<file path="config.mk">
export PLATFORM = sky130hd
export DESIGN_NAME = accu_param_top
export DESIGN_NICKNAME = d
export VERILOG_FILES = /design/src/rtl/accu_param_top.sv
export SDC_FILE = /design/constraint.sdc
export NUM_CORES = 1
export LEC_CHECK = 0
export BUFFER_PORTS_ARGS = -buffer_cell sky130_fd_sc_hd__buf_2
export CAP_MARGIN = 20
export CORE_UTILIZATION = 62
export DETAILED_ROUTE_END_ITERATION = 10
export GPL_ROUTABILITY_DRIVEN = 0
export PLACE_DENSITY = 0.91
export SLEW_MARGIN = 10
export SYNTH_ARGS = -nofsm -noshare
export SYNTH_HDL_FRONTEND = slang
export SYNTH_SLANG_ARGS = --single-unit
export TNS_END_PERCENT = 1
</file>
<file path="constraint.sdc">
create_clock -name clk -period 4.8 [get_ports clk]
set_input_delay 0.24 -clock clk [delete_from_list [all_inputs] [get_ports clk]]
set_output_delay 0.24 -clock clk [all_outputs]
set_load 0.02 [all_outputs]
</file>
<file path="src/rtl/accu_param_top.sv">
// Stepped accumulator: one add/sub/max/clear operation per 'next' press, with optional
// saturation, sticky overflow, an operation counter and auto-hold after MAX_OPS steps.
module accu_param_top #(
    parameter int unsigned WIDTH   = 8,
    parameter int unsigned MAX_OPS = 4,
    parameter bit          SAT     = 1'b1,
    localparam int unsigned CW     = $clog2(MAX_OPS + 1)
) (
    input  logic             clk,
    input  logic             reset,
    input  logic             next,
    input  logic [1:0]       mode,
    input  logic [WIDTH-1:0] in,
    output logic [WIDTH-1:0] out,
    output logic [1:0]       state_display,
    output logic             ovf,
    output logic [CW-1:0]    count
);

    typedef enum logic [1:0] {
        IDLE = 2'd0,
        ACC  = 2'd1,
        HOLD = 2'd2
    } state_t;

    typedef enum logic [1:0] {
        M_ADD   = 2'b00,
        M_SUB   = 2'b01,
        M_MAX   = 2'b10,
        M_CLEAR = 2'b11
    } mode_t;

    state_t          state;
    logic            next_q;
    logic            step;
    logic [WIDTH:0]  sum;
    logic [WIDTH:0]  diff;
    logic [CW-1:0]   count_inc;
    mode_t           op;

    assign step      = next & ~next_q;
    assign sum       = {1'b0, out} + {1'b0, in};
    assign diff      = {1'b0, out} - {1'b0, in};
    assign count_inc = count + CW'(1);
    assign op        = mode_t'(mode);

    assign state_display = state;

    always_ff @(posedge clk) begin
        next_q <= next;
        if (reset) begin
            // next_q starts high so a button held through reset release is not a step
            next_q <= 1'b1;
            state  <= IDLE;
            out    <= '0;
            ovf    <= 1'b0;
            count  <= '0;
        end else begin
            case (state)
                IDLE: begin
                    if (step) begin
                        out   <= in;
                        count <= CW'(1);
                        ovf   <= 1'b0;
                        state <= ACC;
                    end
                end
                ACC: begin
                    if (step) begin
                        case (op)
                            M_ADD: begin
                                if (sum[WIDTH]) begin
                                    ovf <= 1'b1;
                                    out <= SAT ? '1 : sum[WIDTH-1:0];
                                end else begin
                                    out <= sum[WIDTH-1:0];
                                end
                            end
                            M_SUB: begin
                                if (diff[WIDTH]) begin
                                    ovf <= 1'b1;
                                    out <= SAT ? '0 : diff[WIDTH-1:0];
                                end else begin
                                    out <= diff[WIDTH-1:0];
                                end
                            end
                            M_MAX: begin
                                out <= (in > out) ? in : out;
                            end
                            default: begin
                                out <= '0;
                                ovf <= 1'b0;
                            end
                        endcase
                        // clear resets the counter and is not itself counted
                        if (op == M_CLEAR) begin
                            count <= '0;
                        end else begin
                            count <= count_inc;
                            if (count_inc == CW'(MAX_OPS))
                                state <= HOLD;
                        end
                    end
                end
                HOLD: begin
                    if (step) begin
                        out   <= '0;
                        count <= '0;
                        ovf   <= 1'b0;
                        state <= IDLE;
                    end
                end
                default: begin
                    state <= IDLE;
                    out   <= '0;
                    count <= '0;
                    ovf   <= 1'b0;
                end
            endcase
        end
    end

endmodule

</file>
==> Word level (Yosys, flattened, before mapping) <==
Index checks and enable logic that the tools add are counted.
Widths: inputs -> output; s select.
{ "word_totals": {"reg_bits": 15, "out_inout_bits": 14} }
{ "op_classes": {"n_addsub": 3, "magnitude_cmp": 1, "n_eq_ne": 16, "mux": 25, "bitwise": 2, "n_reduce_logical": 7} }
{ "op_table": {"columns": ["operator", "n"], "rows": [
  ["$mux 8", 6],
  ["$pmux 8 s3", 2],
  ["$mux 3", 4],
  ["$ne 2x2->1 const B", 6],
  ["$mux 2", 5],
  ["$reduce_and 5->1", 2],
  ["$add 8x8->9", 1],
  ["$ne 3x3->1 const B", 3],
  ["$pmux 3 s3", 1],
  ["$sub 8x8->9", 1],
  ["$gt 8x8->1", 1],
  ["$eq 2x2->1 const B", 3],
  ["$pmux 2 s3", 1],
  ["$eq 2x1->1 const B", 2],
  ["$logic_not 2->1", 2],
  ["$mux 1", 4],
  ["$reduce_and 4->1", 1],
  ["$add 3x1->3 const B", 1],
  ["$eq 3x3->1 const B", 1],
  ["$pmux 1 s3", 1],
  ["$reduce_and 3->1", 1],
  ["$ne 2x1->1 const B", 1],
  ["$pmux 1 s2", 1],
  ["$reduce_or 2->1", 1],
  ["other kinds (2)", 2]
]} }

==> Depth between registers and ports, before layout <==
Gate-level depths: netlist of the first run.
{ "logic_depth": {"word_depth": 6, "ltp_mapped": 10} }

==> Least setup slack after synthesis of the first run <==
OpenSTA, ideal clock, no wires.
{ "synth_path": {"path_type": "reg2reg", "from": "reg out[0]", "to": "reg out[3]", "setup_ns": 0.091, "arrival_time_ns": 2.275, "setup_slack_ns": 2.434, "stages_incl_launch_ff": 10, "path_buffers": 0, "synth_period_minus_slack_ns": 2.366, "cell_sequence": "dfxtp_1 -> inv_1 -> ha_1 -> fa_1 -> nand2b_1 -> a211oi_1 -> o21ai_2 -> nor4b_1 -> a21oi_1 -> a311oi_1"} }
{ "synth_between": {"elab_chain_len": 5, "word_cells_on_any_way": 10, "cone_classes": "add/sub (2); order compare (1); eq/ne (1); mux (5); reduce/logical (1)"} }
{ "synth_lines": {"columns": ["element", "line", "text"], "rows": [
  ["start, declared", "14", "output logic [WIDTH-1:0] out,"],
  ["start signal, assigned", "62", "out <= in;"],
  ["start signal, assigned", "74", "out <= SAT ? '1 : sum[WIDTH-1:0];"],
  ["start signal, assigned", "76", "out <= sum[WIDTH-1:0];"],
  ["$sub 8x8->9 or $add 8x8->9 (tied branches)", "43, 42", null],
  ["$mux 8, on equally long branches", "80, 72", null],
  ["$pmux 8 s3", "70", "case (op)"],
  ["$mux 8", "69", "if (step) begin"],
  ["$pmux 8 s3", "59", "case (state)"]
]} }
Several ways; a longest one is shown, not always the timed one. The select of a mux whose other input is x is not followed.
A chain may end at the register's enable or synchronous reset.

==> Worst setup path after layout of the first run <==
{ "layout_path": {"from": "reg out[1]", "to": "reg out[0]"} }
Same word-level chain as after synthesis.

==> flow_summary.ini, run 1 <==
[synthesis]
synth_fp_nets = 268
synth_edf_count = 0
avgSynthCellArea_sq_um = 7.87
synth_area_sq_mm = 0.00184
yosysWarningCount = 0
ys.flop_type = dfxtp_1
postSynth.asyncResetShare_pct = 0
synth.yosys.seq_area_share_pct = 16.3
syn-instance-count = 234
ys_types = 51
synth_seq_cells = 15

[sta]
fmax_mhz = 343
fin_setup_tns_ns = 0
rsz0062_at_grt = false
fin_crit_sh_pct = 60.7
setup_viol = 0
worst_slack_ns = 1.89
report.final.slew_viol_count = 0
finalCriticalPeriod_ns = 2.91
worst_pin_slew_ns = 1.12
fin_worst_skew_ns = 0.00525
hold_viol = 0
slew_headroom_pct = 25.6
worst_hold_slack_ns = 0.152

[setup_path]
crit_path_start_kind = flop
startpoint = out[1]$_SDFFE_PP0P_
crit_type = reg2reg
rr_startpoint = out[1]$_SDFFE_PP0P_
cp-end-kind = flop
r2r_setup_slack_ns = 1.89
crit_fanout = 13
rr_endpoint = out[0]$_SDFFE_PP0P_
worst_r2r_path_depth = 7
cp.arrival_ns = 3.15
required_ns = 5.03

[floorplan]
coreArea_sq_mm = 0.00278
start_util_pct = 66.2
die_h_um = 56.5
ios = 27
rows = 19
die_x_um = 56.5
die_area_sq_mm = 0.00319

[route]
dr_total_vias = 1851
drtPass1Iterations = 5
viasPerCell = 6.54
wl_per_cell_um = 15.5
drc = 0
routed_wl_um = 4390
final_antenna_net_count = 0
drt-initial-drc-count = 154

[cells_and_area]
diodes = 0
area_delta_synth_final_pct = 3.81
stdcell_area_sq_mm = 0.00191
mostFrequentLayoutCells = 26 x buf_2, 21 x a21oi_1, 21 x nor2_1, 19 x inv_1, 19 x ha_1
final_nets = 287
final_cells = 283
final_common_cell = buf_2
drive_above_1_share_pct = 17.1

[global_route]
grt_use_met3_pct = 4.15
grt_pass1_wl_um = 7230
grt_pass1_vias = 1597
overflow = 0
use_met2_pct = 45.7
grt_max_degree = 21
antenna_found_initial = 0
busiest_layer = met2
track_usage_pct = 28.3
grt_use_met1_pct = 39.2

[clocking]
cts_tree = built
hold_buffers = 0
cts_root_buffer = clkbuf_4
h-tree-depth = 1
cts_buffers = 3
cts_setup_buffers = 0
clock_path_buffers = 2
clock_latency_ns = 0.29
clk_pin_slew_ns = 0.10
post_cts_resized = 0
cts.sinks = 15

[worst_hold_path]
hold_path_class = in2reg
hold_path_depth = 2
whs_endpoint = next_q$_SDFF_PP1_
hp-start = next

[job]
maxCapViolations = 0

[placement]
hpwl_um = 3390
portBuffers = 26
dp.cells = 279
placed_cell_area_sq_mm = 0.00188
place_ws_ns = 1.86

[outcome]
outcome = finished clean

[power]
power.static_leakage_nw = 0.839
power_density_mw_per_mm2 = 169
ir_drop_mv = 0.190
## cell families after synthesis
group                      synth area share, %
AOI/OAI and AO/OA                         31.7
xor gates and xnor gates                  1.90
adders and majority gates                 15.1
buffers and inverters                     10.9
DFF                                       16.3
muxes                                     2.79
and+or+nand+nor                           21.3
## critical path: stages (launching register included)
cell and delay, ns:
dfxtp_1 0.45, ha_1 0.29, nor2b_1 0.15, o31ai_1 0.34, a31oi_1 0.19, a21oi_1 0.89, mux2_2 0.41, o21ai_0 0.12
## report_power, final
group | switching [mW] | internal, mW | total, mW
registers | 0.00520 | 0.128 | 0.134
logic | 0.0696 | 0.0426 | 0.112
clock network | 0.0457 | 0.0317 | 0.0775
total | 0.121 | 0.203 | 0.323
## cells in the mapped netlist, types with 4 or more instances
master | count | area share, %
a21oi_1 | 21 | 5.7
a31oi_1 | 4 | 1.4
clkbuf_8 | 6 | 4.5
dfxtp_1 | 15 | 16
ha_1 | 19 | 13
inv_1 | 19 | 3.9
mux2i_1 | 4 | 2.2
nand2_1 | 10 | 2.0
nand2b_1 | 6 | 2.0
nor2_1 | 21 | 4.3
nor2b_1 | 9 | 3.1
nor3_1 | 11 | 3.0
o21a_1 | 4 | 1.6
o21ai_0 | 14 | 3.8
o22ai_1 | 5 | 1.7
o31ai_1 | 4 | 1.6
## final cells by class
type	instances	area [sq um]
tap	31	38.8
inverter	19	71.3
clock inverter	1	7.51
multi-input combinational	188	1340
clock buffer	3	22.5
timing repair buffer	26	130
sequential	15	300
fill	238	871
## through the flow
step / utilization (%) / total power [mW]
floorplan: - / 0.226
global placement: 67.6 / 0.244
detailed placement: 67.6 / 0.246
CTS: 68.7 / 0.322
global route: 68.7 / 0.341
finish: 68.7 / 0.323
## registers in the layout (all words and copies together) (netlist names)
name and cells:
ovf 1, count 3, out 8, state_display 2, next_q 1
## layer usage
metal	part of all wire, %	vias to the layer above
li1	-	919
met1	44	842
met2	47	82
met3	6.6	8
met4	1.5	0
met5	0	-
## worst max path at each step
stage / slack [ns] / cells after the start / endpoint
after floorplan: 2.43 / 9 / out[3]$_SDFFE_PP0P_
after global placement: 1.95 / 9 / out[0]$_SDFFE_PP0P_
after detailed placement: 1.86 / 9 / out[0]$_SDFFE_PP0P_
after CTS: 1.92 / 7 / out[0]$_SDFFE_PP0P_
after global routing: 1.70 / 7 / out[0]$_SDFFE_PP0P_
final: 1.89 / 7 / out[0]$_SDFFE_PP0P_
(Power assumes the default switching activity.)
==> inputs of run 2 (changes only) <==
CORE_UTILIZATION = 52   (was 62)
PLACE_DENSITY = 0.82   (was 0.91)
clock period = 2.66 ns   (was 4.8 ns; I/O delays follow)
==> run 2 against run 1 <==
  * Register-to-register slack worse by 1.7 ns
  * Count of clock-buffer cells in the layout is the same
  * Fmax grew 16%
  * First-iteration DRC count rose by 9.1%
  * Global-route usage down 0.75 points
  * Clock power up 92%
  * Combinational power rose by 90%
  * Non-clock buffer count increased by 5
  * Design area is 3.6% higher
==> flow_summary.ini, run 2 (same netlist as run 1, synthesis figures left out) <==
[power]
power.static_leakage_nw = 0.867
power_density_mw_per_mm2 = 304
ir_drop_mv = 0.245
combPwrFrac_pct = 35.3
switching_share_pct = 38.5
seqPwrFrac_pct = 40.0
p_switching_mw = 0.232
internal_power_mw = 0.370
power_frac_clock_pct = 24.8

[sta]
worst_slack_ns = 0.137
fmax_mhz = 396
finalCriticalPeriod_ns = 2.52
rsz0062_at_grt = true
setup_viol = 0
worst_hold_slack_ns = 0.0453
report.final.slew_viol_count = 0
slew_headroom_pct = 64.7
worst_pin_slew_ns = 0.530
hold_viol = 0
fin_worst_skew_ns = 0.0121
fin_crit_sh_pct = 94.8

[setup_path]
crit_type = reg2reg
crit_path_start_kind = flop
cp.arrival_ns = 2.71
cp-end-kind = flop
worst_r2r_path_depth = 7
crit_fanout = 12
required_ns = 2.85

[job]
maxCapViolations = 0

[clocking]
clock_path_buffers = 2
cts_buffers = 3
hold_buffers = 0
cts.sinks = 15
cts_tree = built
clk_pin_slew_ns = 0.11
clock_latency_ns = 0.31
h-tree-depth = 1
cts_setup_buffers = 0
cts_root_buffer = clkbuf_4

[route]
drt-initial-drc-count = 168
final_antenna_net_count = 0
routed_wl_um = 4850
dr_total_vias = 1920
drc = 0
viasPerCell = 6.34
drtPass1Iterations = 5
wl_per_cell_um = 16.0

[floorplan]
die_area_sq_mm = 0.00378
rows = 21
coreArea_sq_mm = 0.00336
die_x_um = 61.5
ios = 27
die_h_um = 61.5
start_util_pct = 54.7

[global_route]
grt_max_degree = 20
overflow = 0
grt_pass1_vias = 1676
track_usage_pct = 27.6
antenna_found_initial = 0
grt_pass1_wl_um = 7730

[cells_and_area]
area_delta_synth_final_pct = 7.55
mostFrequentLayoutCells = 26 x buf_2, 21 x a21oi_1, 21 x nor2_1, 19 x inv_1, 19 x ha_1
diodes = 0
largest-register = out
largest_reg_flops = 8
stdcell_area_sq_mm = 0.00198
n_fill_cell = 332
drive_above_1_share_pct = 19.5
final_common_cell = buf_2
final_nets = 292
fin_util_pct = 58.9

[worst_hold_path]
hold_path_depth = 2
hold_path_class = in2reg

[outcome]
outcome = finished clean

[placement]
hpwl_um = 3610
place_ws_ns = 0.0956
placed_cell_area_sq_mm = 0.00194
portBuffers = 26
run 2: power groups by stage:
stage	sequential, mW	clock [mW]	combinational, mW
after floorplan	0.250	0	0.158
after global routing	0.242	0.157	0.234
after detailed placement	0.246	0	0.206
after global placement	0.245	0	0.201
final	0.241	0.149	0.213
after CTS	0.241	0.151	0.207
run 2: worst paths after layout:
| kind | startpoint | to | slack (ns) |
|---|---|---|---|
| hold reg to reg | out[5]$_SDFFE_PP0P_ | out[5]$_SDFFE_PP0P_ | 0.51 |
| setup reg to reg | out[4]$_SDFFE_PP0P_ | out[7]$_SDFFE_PP0P_ | 0.14 |
| hold / removal | next | next_q$_SDFF_PP1_ | 0.05 |
| setup / recovery | out[4]$_SDFFE_PP0P_ | out[7]$_SDFFE_PP0P_ | 0.14 |
run 2: cell type report:
type / count / area [sq um] / area share, %
inverters: 19 / 71.3 / 3.60
repair buffers: 31 / 168 / 8.47
well taps: 46 / 57.6 / 2.91
clock buffers: 3 / 22.5 / 1.14
clock inverters: 1 / 7.51 / 0.379
multi-input cells: 188 / 1350 / 68.3
flip-flops and latches: 15 / 300 / 15.2
run 2: metrics by stage:
step                      total power [mW]  setup TNS (ns)  instances
after floorplan                      0.409               0        234
after global placement               0.447               0        299
after detailed placement             0.452               0        299
after CTS                            0.599               0        303
after global routing                 0.633        -0.00361        303
final                                0.602               0        303
run 2: repair_timing:
| action | 4_1_cts | 5_1_grt |
|---|---|---|
| endpoints found under the setup margin | 0 | 3 |
| resized for setup | 0 | 3 |
| endpoints found under the hold margin | 0 | 0 |
run 2: critical path, cell delays in order (launching register included):
cell     delay, ns
dfxtp_1       0.35
ha_1          0.50
inv_1         0.12
a221o_1       0.37
o211a_1       0.26
or4_1         0.52
a31oi_1       0.20
o22ai_1       0.09
run 2: metal layers:
layer	part of all wire, %	GRT usage, %	wire, um
met2	47	43.5	2270
met3	9.5	5.67	461
met4	1.3	9.21	62
met1	42	37.5	2060
met5	0	0	0
==> inputs of run 3 (changes only) <==
RECOVER_POWER = 100   (was unset)
==> run 3 against run 2 <==
  * Non-clock buffer count unchanged
  * Worst hold slack got worse by 0.00066 ns
  * Sequential cell count unchanged
  * Sequential share of layout area increased by 0.16 points
  * Critical path depth unchanged
  * Critical path type unchanged
  * Largest cell class unchanged
==> flow_summary.ini, run 3 (same netlist as run 1, synthesis figures left out) <==
[route]
dr_total_vias = 1891
routed_wl_um = 4860
final_antenna_net_count = 0
wl_per_cell_um = 16.0
drtPass1Iterations = 5
drc = 0
drt-initial-drc-count = 166
viasPerCell = 6.24

[floorplan]
rows = 21
die_x_um = 61.5
ios = 27
die_area_sq_mm = 0.00378
start_util_pct = 54.7
die_h_um = 61.5
coreArea_sq_mm = 0.00336

[global_route]
grt_pass1_vias = 1676
track_usage_pct = 27.6
grt_max_degree = 20
overflow = 0
grt_pass1_wl_um = 7730
antenna_found_initial = 0

[worst_hold_path]
hold_path_class = in2reg

[cells_and_area]
register_area_sq_um = 300
drive_above_1_share_pct = 14.0
largest-register = out
diodes = 0
final_nets = 292
area_delta_synth_final_pct = 6.46
mostFrequentLayoutCells = 21 x a21oi_1, 21 x nor2_1, 19 x inv_1, 19 x ha_1, 15 x dfxtp_1
largest_reg_flops = 8
fin_util_pct = 58.3
multi_input_area_sq_mm = 0.00135
n_fill_cell = 341

[setup_path]
crit_chain = ha_1 -> inv_1 -> a221o_1 -> o211a_1 -> or4_1 -> a31oi_1 -> o22ai_1
path_buf_inv = 1
crit_type = reg2reg
cp.arrival_ns = 2.70
cp_top_family = compound AO/OA/AOI/OAI gates
cp_slowest_cell = or4_1
required_ns = 2.85
cpPeakStageDelay_ns = 0.52
cp-end-kind = flop
crit_path_start_kind = flop
crit_fanout = 12

[sta]
hold_viol = 0
fin_worst_skew_ns = 0.0116
rsz0062_at_grt = true
fmax_mhz = 397
worst_pin_slew_ns = 0.515
slew_headroom_pct = 65.6
report.final.slew_viol_count = 0
fin_crit_sh_pct = 94.6
finalCriticalPeriod_ns = 2.52
setup_viol = 0
worst_slack_ns = 0.143

[placement]
place_ws_ns = 0.0956
portBuffers = 26
hpwl_um = 3610

[power]
ir_drop_mv = 0.250
internal_power_mw = 0.368
power.static_leakage_nw = 0.807
combPwrFrac_pct = 35.2
power_density_mw_per_mm2 = 306
seqPwrFrac_pct = 40.1
p_switching_mw = 0.232
switching_share_pct = 38.6
power_frac_clock_pct = 24.7

[clocking]
cts_setup_buffers = 0
cts_root_buffer = clkbuf_4
cts_buffers = 3
clock_latency_ns = 0.31
cts.sinks = 15
clk_pin_slew_ns = 0.11
clock_path_buffers = 2
h-tree-depth = 1
cts_tree = built
post_cts_resized = 0
hold_buffers = 0

[job]
maxCapViolations = 0

[outcome]
outcome = finished clean
-- run 3: changes by cell type in the layout (fill, tap and decap cells not counted) --
cell,delta
buf_2,-13
buf_4,-1
clkbuf_1,+14
-- run 3: final cells by class --
type,count,area share [%]
tap,46,2.94
clock buffer,3,1.15
multi-input combinational,188,69.0
sequential,15,15.3
clock inverter,1,0.383
timing repair buffer,31,7.54
inverter,19,3.64
-- run 3: stage by stage --
stage / TNS (ns) / cells / power [mW] / hold WS (ns) / area, sq um
after floorplan: 0 / 234 / 0.409 / 0.210 / 1840
after global placement: 0 / 299 / 0.447 / 0.346 / 1940
after detailed placement: 0 / 299 / 0.452 / 0.366 / 1940
after CTS: 0 / 303 / 0.599 / 0.0396 / 1970
after global routing: -0.00361 / 303 / 0.631 / 0.0515 / 1960
final: 0 / 303 / 0.600 / 0.0446 / 1960
-- run 3: layer usage --
layer,share of wire [%],GRT usage [%]
met5,0,0
met1,43,37.5
met4,1.7,9.21
met3,8.5,5.67
met2,46,43.5
-- run 3: power groups by stage --
| stage | registers, mW | clock network (mW) | logic, mW |
|---|---|---|---|
| after detailed placement | 0.246 | 0 | 0.206 |
| final | 0.241 | 0.148 | 0.211 |
| after global placement | 0.245 | 0 | 0.201 |
| after floorplan | 0.250 | 0 | 0.158 |
| after global routing | 0.242 | 0.157 | 0.232 |
| after CTS | 0.241 | 0.151 | 0.207 |
-- run 3: worst paths after layout --
kind / cells after the start / endpoint / slack (ns) / from
worst min-delay path: 2 / next_q$_SDFF_PP1_ / 0.04 / next
worst min register to register: 2 / out[5]$_SDFFE_PP0P_ / 0.51 / out[5]$_SDFFE_PP0P_
worst max-delay path: 7 / out[7]$_SDFFE_PP0P_ / 0.14 / out[4]$_SDFFE_PP0P_
worst max register to register: 7 / out[7]$_SDFFE_PP0P_ / 0.14 / out[4]$_SDFFE_PP0P_
